$ cat config.mk
export PLATFORM = sky130hd
export DESIGN_NAME = led_pwm_pio
export DESIGN_NICKNAME = d
export VERILOG_FILES = /design/src/rtl/led_pwm_pio_pkg.sv /design/src/rtl/led_pwm_pio_timebase.sv /design/src/rtl/led_pwm_pio.sv
export SDC_FILE = /design/constraint.sdc
export NUM_CORES = 1
export LEC_CHECK = 0
export ABC_AREA = 0
export BUFFER_PORTS_ARGS = -buffer_cell sky130_fd_sc_hd__buf_4
export CAP_MARGIN = 30
export CORE_UTILIZATION = 34
export DETAILED_ROUTE_END_ITERATION = 7
export PLACE_DENSITY = 0.61
export SYNTH_ARGS = -nofsm -noshare
export SYNTH_HDL_FRONTEND = slang
export SYNTH_SLANG_ARGS = --single-unit
$ cat constraint.sdc
create_clock -name clk -period 3 [get_ports clk]
set_input_delay 0.15 -clock clk [delete_from_list [all_inputs] [get_ports clk]]
set_output_delay 0.15 -clock clk [all_outputs]
set_load 0.02 [all_outputs]
$ cat src/rtl/led_pwm_pio_pkg.sv
// Shared constants for led_pwm_pio: register map, CTRL bit index and parameter limits.
`timescale 1ns/1ps
package led_pwm_pio_pkg;

  localparam logic [4:0] ADDR_CTRL     = 5'd0;
  localparam logic [4:0] ADDR_PRESCALE = 5'd1;
  localparam logic [4:0] ADDR_MASK     = 5'd2;
  localparam logic [4:0] ADDR_BLINK    = 5'd3;
  localparam logic [4:0] ADDR_DUTY0    = 5'd4;

  localparam int CTRL_EN_BIT = 0;
  localparam int PRESCALE_W  = 16;

  localparam int N_CH_MIN   = 1;
  localparam int N_CH_MAX   = 16;
  localparam int DUTY_W_MIN = 4;
  localparam int DUTY_W_MAX = 16;

  function automatic bit params_ok(input int n_ch, input int duty_w, input int mirror_ch);
    return (n_ch >= N_CH_MIN) && (n_ch <= N_CH_MAX) &&
           (duty_w >= DUTY_W_MIN) && (duty_w <= DUTY_W_MAX) &&
           (mirror_ch >= 0) && (mirror_ch < n_ch);
  endfunction

endpackage

$ cat src/rtl/led_pwm_pio_timebase.sv
// Shared PWM timebase: prescaler tick, period counter and (LED_PWM_PIO_BLINK_EN) blink phase.
`timescale 1ns/1ps
module led_pwm_pio_timebase
  import led_pwm_pio_pkg::*;
#(
  parameter int DUTY_W    = 8,
  parameter int BLINK_DIV = 32
) (
  input  logic                  clk,
  input  logic                  reset_n,
  input  logic                  clear,
  input  logic [PRESCALE_W-1:0] prescale,
  output logic                  tick,
  output logic                  period_end,
  output logic [DUTY_W-1:0]     pcnt,
  output logic                  blink_phase
);

  // The period counter stops one short of all-ones so a full-scale duty is always high.
  localparam logic [DUTY_W-1:0] PCNT_LAST = DUTY_W'((1 << DUTY_W) - 2);

  logic [PRESCALE_W-1:0] pre_cnt;

  assign tick       = (pre_cnt >= prescale);
  assign period_end = tick && (pcnt == PCNT_LAST) && !clear;

  always_ff @(posedge clk or negedge reset_n) begin
    if (!reset_n) begin
      pre_cnt <= '0;
      pcnt    <= '0;
    end else if (clear) begin
      pre_cnt <= '0;
      pcnt    <= '0;
    end else begin
      pre_cnt <= tick ? '0 : pre_cnt + 1'b1;
      if (tick) begin
        pcnt <= (pcnt == PCNT_LAST) ? '0 : pcnt + 1'b1;
      end
    end
  end

`ifdef LED_PWM_PIO_BLINK_EN
  localparam int BCW = $clog2(BLINK_DIV + 1);
  localparam logic [BCW-1:0] BLINK_LAST = BCW'(BLINK_DIV - 1);

  logic [BCW-1:0] blink_cnt;

  always_ff @(posedge clk or negedge reset_n) begin
    if (!reset_n) begin
      blink_cnt   <= '0;
      blink_phase <= 1'b1;
    end else if (period_end) begin
      if (blink_cnt == BLINK_LAST) begin
        blink_cnt   <= '0;
        blink_phase <= ~blink_phase;
      end else begin
        blink_cnt <= blink_cnt + 1'b1;
      end
    end
  end
`else
  localparam int unused_blink_div = BLINK_DIV;
  assign blink_phase = 1'b1;
`endif

endmodule

$ cat src/rtl/led_pwm_pio.sv
// N-channel dimmable LED port on an Avalon-MM slave; LED_PWM_PIO_BLINK_EN adds per-channel blink.
`timescale 1ns/1ps
module led_pwm_pio
  import led_pwm_pio_pkg::*;
#(
  parameter int N_CH      = 8,
  parameter int DUTY_W    = 8,
  parameter int MIRROR_CH = 0,
  parameter int BLINK_DIV = 32
) (
  input  logic            clk,
  input  logic            reset_n,
  input  logic [4:0]      avs_address,
  input  logic            avs_write,
  input  logic [31:0]     avs_writedata,
  input  logic            avs_read,
  output logic [31:0]     avs_readdata,
  output logic [N_CH-1:0] led,
  output logic            led_mirror
);

  if (!params_ok(N_CH, DUTY_W, MIRROR_CH)) begin : g_bad_params
    $fatal(1, "led_pwm_pio: N_CH, DUTY_W or MIRROR_CH out of range");
  end

  logic                             ctrl_en;
  logic [PRESCALE_W-1:0]            prescale;
  logic [N_CH-1:0]                  mask;
  logic [N_CH-1:0]                  blink;
  logic [N_CH-1:0]                  blink_ok;
  logic [N_CH-1:0]                  raw;
  logic [N_CH-1:0][DUTY_W-1:0]      duty_sel;
  logic [31:0]                      rd_mux;
  logic                             prescale_wr;
  logic                             tick;
  logic                             period_end;
  logic                             blink_phase;
  logic [DUTY_W-1:0]                pcnt;
  logic                             unused_bits;

  assign prescale_wr = avs_write && (avs_address == ADDR_PRESCALE);
  assign unused_bits = ^{avs_writedata, tick};

  led_pwm_pio_timebase #(
    .DUTY_W    (DUTY_W),
    .BLINK_DIV (BLINK_DIV)
  ) u_timebase (
    .clk         (clk),
    .reset_n     (reset_n),
    .clear       (prescale_wr),
    .prescale    (prescale),
    .tick        (tick),
    .period_end  (period_end),
    .pcnt        (pcnt),
    .blink_phase (blink_phase)
  );

  always_ff @(posedge clk or negedge reset_n) begin
    if (!reset_n) begin
      ctrl_en  <= 1'b0;
      prescale <= '0;
      mask     <= '0;
    end else if (avs_write) begin
      case (avs_address)
        ADDR_CTRL:     ctrl_en  <= avs_writedata[CTRL_EN_BIT];
        ADDR_PRESCALE: prescale <= avs_writedata[PRESCALE_W-1:0];
        ADDR_MASK:     mask     <= avs_writedata[N_CH-1:0];
        default:       ;
      endcase
    end
  end

`ifdef LED_PWM_PIO_BLINK_EN
  always_ff @(posedge clk or negedge reset_n) begin
    if (!reset_n) begin
      blink <= '0;
    end else if (avs_write && (avs_address == ADDR_BLINK)) begin
      blink <= avs_writedata[N_CH-1:0];
    end
  end
`else
  assign blink = '0;
`endif

  // Without the blink build blink is zero and blink_phase is tied high, so blink_ok is all ones.
  assign blink_ok = ~blink | {N_CH{blink_phase}};

  for (genvar i = 0; i < N_CH; i++) begin : g_ch
    localparam logic [4:0] ADDR_I = ADDR_DUTY0 + 5'(i);

    logic [DUTY_W-1:0] duty_sh;
    logic [DUTY_W-1:0] duty_act;

    // Active duty only changes at a period boundary (or freely while disabled) to avoid runt pulses.
    always_ff @(posedge clk or negedge reset_n) begin
      if (!reset_n) begin
        duty_sh  <= '0;
        duty_act <= '0;
      end else begin
        if (avs_write && (avs_address == ADDR_I)) begin
          duty_sh <= avs_writedata[DUTY_W-1:0];
        end
        if (!ctrl_en || period_end) begin
          duty_act <= duty_sh;
        end
      end
    end

    assign raw[i]      = (pcnt < duty_act);
    assign duty_sel[i] = (avs_address == ADDR_I) ? duty_sh : '0;
  end

  always_comb begin
    rd_mux = '0;
    case (avs_address)
      ADDR_CTRL:     rd_mux[CTRL_EN_BIT]    = ctrl_en;
      ADDR_PRESCALE: rd_mux[PRESCALE_W-1:0] = prescale;
      ADDR_MASK:     rd_mux[N_CH-1:0]       = mask;
      ADDR_BLINK:    rd_mux[N_CH-1:0]       = blink;
      default: begin
        for (int i = 0; i < N_CH; i++) begin
          rd_mux[DUTY_W-1:0] = rd_mux[DUTY_W-1:0] | duty_sel[i];
        end
      end
    endcase
  end

  always_ff @(posedge clk or negedge reset_n) begin
    if (!reset_n) begin
      avs_readdata <= '0;
    end else if (avs_read) begin
      avs_readdata <= rd_mux;
    end
  end

  always_ff @(posedge clk or negedge reset_n) begin
    if (!reset_n) begin
      led <= '0;
    end else begin
      led <= {N_CH{ctrl_en}} & mask & raw & blink_ok;
    end
  end

  assign led_mirror = led[MIRROR_CH];

endmodule

## After elaboration in Yosys (flattened, before gate mapping)

Cells that the tools add are included.

- Divide/modulo/power cells: 0
- Add/subtract/negate cells: 2
- Shifts and indexed selects: 0
- Reduce and logical (&&, ||, !) cells: 20
- Bitwise gates (word level): 9
- Equal/unequal tests: 12
- Multiply operators: 0
- Mux-type cells: 16
- $lt $le $gt $ge: 9

Operators with widths:

| kind | count |
|---|---|
| two-way mux 8 bit | 12 |
| < comparator 8 bit | 8 |
| OR 8 bit | 7 |
| two-way mux 16 bit | 2 |
| case mux 7 bit (3 select lines) | 1 |
| equality test 5 x 3 -> 1 bit, second input constant | 4 |
| equality test 5 x 4 -> 1 bit, second input constant | 4 |
| adder 16 x 1 -> 16 bit, second input constant | 1 |
| AND 8 bit | 2 |
| >= comparator 16 bit | 1 |
| logical AND 1 bit | 11 |
| equality test 5 x 2 -> 1 bit, second input constant | 2 |
| adder 8 x 1 -> 8 bit, second input constant | 1 |
| equality test 8 bit, second input constant | 1 |
| AND reduction 2 bit | 3 |
| equality test 5 x 1 -> 1 bit, second input constant | 1 |
| logical NOT 5 bit | 1 |
| case mux 1 bit (4 select lines) | 1 |
| logical NOT 1 bit | 2 |
| nonzero test 2 bit | 1 |
| OR reduction 2 bit | 1 |
| logical OR 1 bit | 1 |

- Output and inout bits: 41
- Memory bits (read-only): 0
- Bits of input ports: 41
- Bits in registers: 201
- Memories: 0
- RAM bits: 0
- Bits in latches: 0
- Logic and storage cells: 91

## Logic depth before layout (Yosys ltp)

Gate-level depths: netlist of run 1.

- Word-level depth: 10
- Depth in mapped cells: 9
- Mapped depth without buffers: 8

## Cells and area by module

A second synthesis of run 1 with hierarchy kept.

- Cell total of the unflattened synthesis: 982
- Area, all modules: 10,661.5 um^2

By module, submodules not included:

| module | sequential area each (um^2) | cells each | area an instance (um^2) | instances |
|---|---|---|---|---|
| led_pwm_pio | 4,429.2 | 785 | 8,787.2 | 1 |
| led_pwm_pio_timebase | 600.6 | 197 | 1,874.3 | 1 |

## Worst setup path after synthesis of run 1

OpenSTA, ideal clock, no wires.

- Path kind: register to register
- From: reg u_timebase.pre_cnt[0]
- To: reg g_ch[1].duty_act[0]
- Setup slack: 516 ps
- Path buffers: 1
- Required time: 2,875 ps
- Library setup time: 125 ps
- Arrival: 2,359 ps
- Cell stages (with the launch flop): 10
- Period minus slack after synthesis: 2,484 ps
- Cells stage by stage: dfrtp_1 inv_1 ha_1 nand2b_1 a2111oi_2 o31ai_2 a211oi_4 o31ai_4 buf_6 mux2_2

- Cells in the longest elaborated chain, start to end: 4

RTL lines:

| element | line | RTL |
|---|---|---|
| start: declaration | led_pwm_pio_timebase.sv:22 | `logic [PRESCALE_W-1:0] pre_cnt;` |
| start signal: assignment | led_pwm_pio_timebase.sv:35 | `pre_cnt <= tick ? '0 : pre_cnt + 1'b1;` |
| >= comparator 16 bit | led_pwm_pio_timebase.sv:24 | `assign tick = (pre_cnt >= prescale);` |
| logical AND 1 bit (2 in a row) | led_pwm_pio_timebase.sv:25 | `assign period_end = tick && (pcnt == PCNT_LAST) && !clear;` |
| logical OR 1 bit | led_pwm_pio.sv:103 | `if (!ctrl_en \|\| period_end) begin` |
| end signal: assignment | led_pwm_pio.sv:104 | `duty_act <= duty_sh;` |
| end: declaration | led_pwm_pio.sv:92 | `logic [DUTY_W-1:0] duty_act;` |

Every way passes these cells.
A chain may end at the register's enable or synchronous reset.

## Final worst setup path of run 1

- From: reg u_timebase.pre_cnt[0]
- To: reg g_ch[2].duty_act[0]

- Cells in the longest elaborated chain, start to end: 4

RTL lines:

| element | line |
|---|---|
| >= comparator 16 bit | led_pwm_pio_timebase.sv:24 |
| logical AND 1 bit (2 in a row) | led_pwm_pio_timebase.sv:25 |
| logical OR 1 bit | led_pwm_pio.sv:103 |
| end signal: assignment | led_pwm_pio.sv:104 |
| end: declaration | led_pwm_pio.sv:92 |

Every way passes these cells.

==> flow_summary.yaml, run 1 <==
sta:
  worstMarginPinSlew_ps: 707
  whs_ps: 24.4
  timing_hold_violations_final: 0
  min_period_over_period_pct: 87.8
  setup_slack_ps: 367
  setup_tns_ps: 0
  slew_headroom_pct: 52.9
  rsz0062_at_grt: "no"
  final_max_slew_viol_count: 0
  fin_skew_ps: 13.1
  fmax_ghz: 0.380
  period_minus_slack_ps: 2630
  setup_violations: 0
placement:
  dpl.hpwl_um: 18500
  port_buffers: 49
  place_ws_ps: 360
  gp_congestion: 0.846
global_routing:
  grt_max_degree: 79
  grt_pass1_vias: 7187
  grtUsageTotal_pct: 17.6
  grt_first_pass_wirelength_um: 41700
  grt-ovfl-total: 0
  grt_antenna_before_repair: 0
floorplanning:
  die_h_um: 177
  design.core.area_um2: 29900
  dieArea_um2: 31300
  pin_count: 82
  die_x_um: 177
  start_util_pct: 34.8
  rows: 63
routing:
  antenna_left: 0
  drc: 0
  first_pass_iters: 4
  vias: 7240
  viasPerCell: 5.13
  wl_per_cell_um: 19.1
  first_iter_violations: 412
  wl_um: 26900
synthesis:
  synth_edf_count: 0
  synth-warning-count: 0
  netlist_area_um2: 10400
  ys.flop_type: "dfrtp_1"
  yosysSeqAreaShare_pct: 48.3
  syn_area_per_cell_um2: 11.2
  synthArstFlopShare_pct: 100
  synth_seq_cells: 201
  synth_cell_types: 55
  syn_inst: 929
cells_and_area:
  drive_above_1_share_pct: 25.0
  multiInputGateArea_um2: 4780
  antenna_cells: 0
  seq_area_um2: 5030
  num-fill-cells: 2892
  fin_nets: 1118
  area_delta_synth_final_pct: 17.5
critical_path:
  worstPathRequired_ps: 3400
  cp.arrival_ps: 3030
  worstSetupEndpointType: "flop"
  rr_worst_depth: 9
  crit_path_start_kind: "flop"
  path_class: "reg2reg"
  crit_fanout: 46
flow_run:
  cap_violations: 0
worst_hold_path:
  hold_depth: 3
  hold_class: "in2reg"
clock_tree:
  cts-resized-gates: 0
  cts_max_level: 1
  cts_sinks: 201
  cts_tree: "built"
  clk_latency_ps: 520
  cts_buffer_depth: 3
  cts_made_buffers: 24
  cts_root_buffer: "clkbuf_16"
  path_clk_slew_ps: 60
power_and_ir_drop:
  p_leak_nw: 5.86
  ir_drop_mv: 0.397
  pwr_density_cell_nw_per_um2: 706
  finalPower_mw: 8.63
outcome:
  outcome: "complete, no violations"
-- Yosys cell counts, drive strengths merged (6+ instances only) --
master | count | area share [%]
o21a | 10 | 0.72
nor2 | 45 | 1.6
ha | 75 | 9.0
nor4 | 9 | 0.54
buf | 31 | 2.3
nand2 | 68 | 2.5
nor2b | 6 | 0.36
a22oi | 20 | 1.4
nand4 | 11 | 0.66
inv | 89 | 3.2
xnor2 | 6 | 0.50
o21ai | 56 | 2.7
or4 | 8 | 0.58
clkbuf | 24 | 0.87
nor3 | 13 | 0.72
xor2 | 8 | 0.67
mux2 | 137 | 16
and3 | 10 | 0.60
a21oi | 20 | 0.96
o22ai | 6 | 0.36
a21boi | 8 | 0.58
nand3 | 16 | 0.77
a221o | 7 | 0.67
dfrtp | 201 | 48
-- critical path, cell delays in order, from the launching register on --
cell and delay, ps:
dfrtp_1 420, inv_1 60, ha_1 260, nand2b_1 110, a2111oi_2 70, o31ai_2 390
a211oi_4 140, o31ai_4 300, buf_12 320, mux2_2 380
-- what timing repair did --
action | CTS | global route
hold endpoints to repair | 95 | 0
hold buffers | 16 | 0
buffers inserted | 0 | 0
-- area by class of cell --
| cell class | instances | area share [%] |
|---|---|---|
| well taps | 390 | 3.99 |
| flip-flops and latches | 201 | 41.1 |
| multi-input cells | 599 | 39.0 |
| inverters | 89 | 2.73 |
| clock buffers | 36 | 6.11 |
| repair buffers | 87 | 6.03 |
| clock inverters | 8 | 0.972 |
-- kinds of logic after synthesis --
| family | Yosys count | share of synthesized area (%) |
|---|---|---|
| compound gates | 154 | 9.97 |
| xor+xnor | 14 | 1.18 |
| fa+ha+maj | 75 | 9.02 |
| buf+inv | 144 | 6.33 |
| flops | 201 | 48.3 |
| mux | 138 | 15.7 |
| other cells | 1 | 0.0360 |
| simple gates | 202 | 9.40 |
-- sequential cells by signal, summed over array words and instances, names as in the netlist, 8 cells and up --
name / cells
avs_readdata: 16
g_ch.duty_act: 64
g_ch.duty_sh: 64
led: 8
mask: 8
prescale: 16
u_timebase.pcnt: 8
u_timebase.pre_cnt: 16
-- routing by layer --
layer  GRT usage (%)  part of all wire, %
met1            23.6                   46
met2            28.1                   45
met3            3.80                  5.7
met4            5.57                  3.0
met5               0                    0
-- report_power, final --
part | internal [mW] | total [mW] | switching [mW] | leakage (nW)
logic | 0.924 | 1.77 | 0.845 | 2.85
clock network | 1.97 | 3.12 | 1.15 | 0.432
registers | 3.29 | 3.74 | 0.448 | 2.58
-- final timing paths --
check	from	end	slack (ps)
max in group asynchronous	reset_n	g_ch[6].duty_act[3]$_DFFE_PN0P_	1950
min reg2reg	prescale[14]$_DFFE_PN0P_	avs_readdata[14]$_DFFE_PN0P_	480
min	avs_writedata[3]	prescale[3]$_DFFE_PN0P_	20
max	u_timebase.pre_cnt[0]$_DFF_PN0_	g_ch[2].duty_act[0]$_DFFE_PN0P_	370
min in group asynchronous	reset_n	u_timebase.pre_cnt[12]$_DFF_PN0_	240
max reg2reg	u_timebase.pre_cnt[0]$_DFF_PN0_	g_ch[2].duty_act[0]$_DFFE_PN0P_	370
-- metrics by stage --
step	cells	util, %	area [um2]
finish	1410	40.9	12200
global route	1410	40.9	12200
CTS	1410	40.9	12200
detailed placement	1350	37.5	11200
global placement	1350	37.5	11200
floorplan	944	-	10500
-- cells in the final DEF (no fill, tap or decap), types with 9 or more instances in the layout --
| cell type | Yosys | layout |
|---|---|---|
| nor3_1 | 11 | 11 |
| and3_1 | 10 | 10 |
| mux2_2 | 114 | 114 |
| dfrtp_1 | 201 | 201 |
| a22oi_1 | 20 | 20 |
| nor2_1 | 45 | 45 |
| nand2_1 | 68 | 68 |
| conb_1 | 1 | 16 |
| ha_1 | 75 | 75 |
| nor4_1 | 9 | 9 |
| nand4_1 | 11 | 11 |
| nand3_1 | 16 | 16 |
| inv_1 | 89 | 89 |
| dlygate4sd3_1 | 0 | 16 |
| a21oi_1 | 20 | 20 |
| clkbuf_8 | 0 | 9 |
| mux2_4 | 23 | 23 |
| buf_4 | 18 | 67 |
| o21a_1 | 10 | 10 |
| clkbuf_16 | 0 | 25 |
| o21ai_0 | 56 | 56 |
Note: power is estimated with default switching activity, not from simulation.
==> inputs of run 2 (changes only) <==
Settings changed: CORE_MARGIN from default to 5, SETUP_SLACK_MARGIN from default to 0.02.
==> run 2 against run 1 <==
- register-to-register slack worse by 98 ps
- setup slack worse by 98 ps
- hold slack worse by 19 ps
- global-route usage decreased by 1.6 points
- cell count decreased by 0.43%
- clock power fell by 12%
- combinational power is essentially flat
- via count rose by 0.98%
- sequential power is essentially flat
- first-iteration DRC count up 7.8%
- die area is 9.2% higher
- power is 4.3% lower
- critical path type unchanged
- critical endpoint is now g_ch[0].duty_act[3]$_DFFE_PN0P_
- largest cell class unchanged
==> flow_summary.yaml, run 2 (same netlist as run 1, synthesis figures left out) <==
critical_path:
  cp-startpoint: "u_timebase.pre_cnt[0]$_DFF_PN0_"
  crit_fanout: 30
  r2r-end: "g_ch[0].duty_act[3]$_DFFE_PN0P_"
  path_class: "reg2reg"
  endpoint: "g_ch[0].duty_act[3]$_DFFE_PN0P_"
  worstPathRequired_ps: 3390
  crit_path_start_kind: "flop"
  r2r_slack_ps: 270
  cp.arrival_ps: 3120
  r2r_start: "u_timebase.pre_cnt[0]$_DFF_PN0_"
  worstSetupEndpointType: "flop"
  rr_worst_depth: 9
routing:
  drc: 0
  viasPerCell: 5.21
  vias: 7311
  wl_per_cell_um: 19.3
  first_pass_iters: 7
  antenna_left: 0
  wl_um: 27100
  first_iter_violations: 444
worst_hold_path:
  hold_class: "in2reg"
clock_tree:
  cts_made_buffers: 23
  cts_buffer_depth: 3
  cts_max_level: 1
  clk_latency_ps: 510
  cts_tree: "built"
  path_clk_slew_ps: 60
  cts_sinks: 201
  cts_root_buffer: "clkbuf_16"
sta:
  period_minus_slack_ps: 2730
  fmax_ghz: 0.366
  setup_violations: 0
  worstMarginPinSlew_ps: 853
  rsz0062_at_grt: "no"
  slew_headroom_pct: 42.7
  timing_hold_violations_final: 0
  fin_skew_ps: 7.73
  min_period_over_period_pct: 91.0
  setup_tns_ps: 0
  final_max_slew_viol_count: 0
power_and_ir_drop:
  swShare_pct: 29.1
  finalPower_mw: 8.26
  p_seq_share_pct: 45.4
  p_leak_nw: 5.75
  p_int_mw: 5.86
  ir_drop_mv: 0.479
  pwr_density_cell_nw_per_um2: 687
  p_clk_share_pct: 33.3
  p_sw_mw: 2.41
  comb_power_share_pct: 21.3
global_routing:
  grt_antenna_before_repair: 0
  grtUsageTotal_pct: 15.9
  grt-ovfl-total: 0
  grt_pass1_vias: 7244
  grt_first_pass_wirelength_um: 42600
  grt_max_degree: 63
floorplanning:
  start_util_pct: 34.2
  pin_count: 82
  die_x_um: 185
  rows: 64
  design.core.area_um2: 30400
  dieArea_um2: 34200
  die_h_um: 185
cells_and_area:
  num-fill-cells: 2971
  fin_nets: 1108
  top_regs: "g_ch.duty_act x64, g_ch.duty_sh x64"
  area_delta_synth_final_pct: 15.6
  final_cell_mix: "201 x dfrtp_1, 114 x mux2_2, 89 x inv_1"
  antenna_cells: 0
  drive_above_1_share_pct: 24.3
  final_common_cell: "dfrtp_1"
placement:
  gp_congestion: 0.849
  port_buffers: 49
  dpl.hpwl_um: 18700
flow_run:
  cap_violations: 0
outcome:
  outcome: "complete, no violations"
==> run 2: what timing repair did <==
action                                 CTS  global route
endpoints found under the hold margin   68             0
hold buffers                            11             0
resized for setup                        0             0
setup buffers                            0             0
==> run 2: power by group through the flow <==
stage / combinational (mW) / sequential (mW) / clock, mW
floorplan: 1.33 / 3.65 / 0
global placement: 1.71 / 3.78 / 0
detailed placement: 1.77 / 3.79 / 0
CTS: 1.79 / 3.75 / 2.80
global route: 2.01 / 3.81 / 2.91
finish: 1.76 / 3.75 / 2.75
==> run 2: metrics by stage <==
step / area, um2 / hold WS (ps) / setup WS [ps] / instances / utilization [%]
3_5_place_dp: 11200 / 167 / 277 / 1352 / 36.7
3_3_place_gp: 11200 / 173 / 328 / 1352 / 36.7
6_report: 12000 / 5.62 / 269 / 1404 / 39.5
5_1_grt: 12000 / 21.0 / 91.2 / 1404 / 39.5
4_1_cts: 12000 / 1.45 / 247 / 1404 / 39.5
2_1_floorplan: 10500 / -146 / 516 / 944 / -
==> run 2: worst max-delay path, stage by stage (launching register included) <==
cell and delay, ps:
dfrtp_1 430, inv_1 70, ha_1 260, nand2b_1 150, a2111oi_2 390, o31ai_2 160
a211oi_4 420, o31ai_4 150, buf_12 210, mux2_4 320
==> run 2: metal layers <==
layer | global-route usage [%] | wire length, um
met5 | 0 | 0
met4 | 3.67 | 658
met3 | 2.12 | 1460
met2 | 25.1 | 12300
met1 | 23.4 | 12600
==> run 2: area by class of cell <==
cell class / instances / area, um2 / share of cell area (%)
clock buffers: 35 / 681 / 5.66
clock inverters: 6 / 57.6 / 0.478
flip-flops and latches: 201 / 5030 / 41.8
multi-input cells: 599 / 4780 / 39.7
inverters: 89 / 334 / 2.78
repair buffers: 78 / 657 / 5.46
well taps: 396 / 495 / 4.12
==> run 2: worst min path at each step <==
stage,from,end,depth (start not counted)
detailed placement,reset_n,avs_readdata[13]$_DFFE_PN0P_,1
finish,avs_writedata[2],prescale[2]$_DFFE_PN0P_,3
global route,avs_writedata[1],prescale[1]$_DFFE_PN0P_,3
floorplan,reset_n,avs_readdata[0]$_DFFE_PN0P_,0
global placement,reset_n,avs_readdata[13]$_DFFE_PN0P_,1
CTS,avs_writedata[4],prescale[4]$_DFFE_PN0P_,3
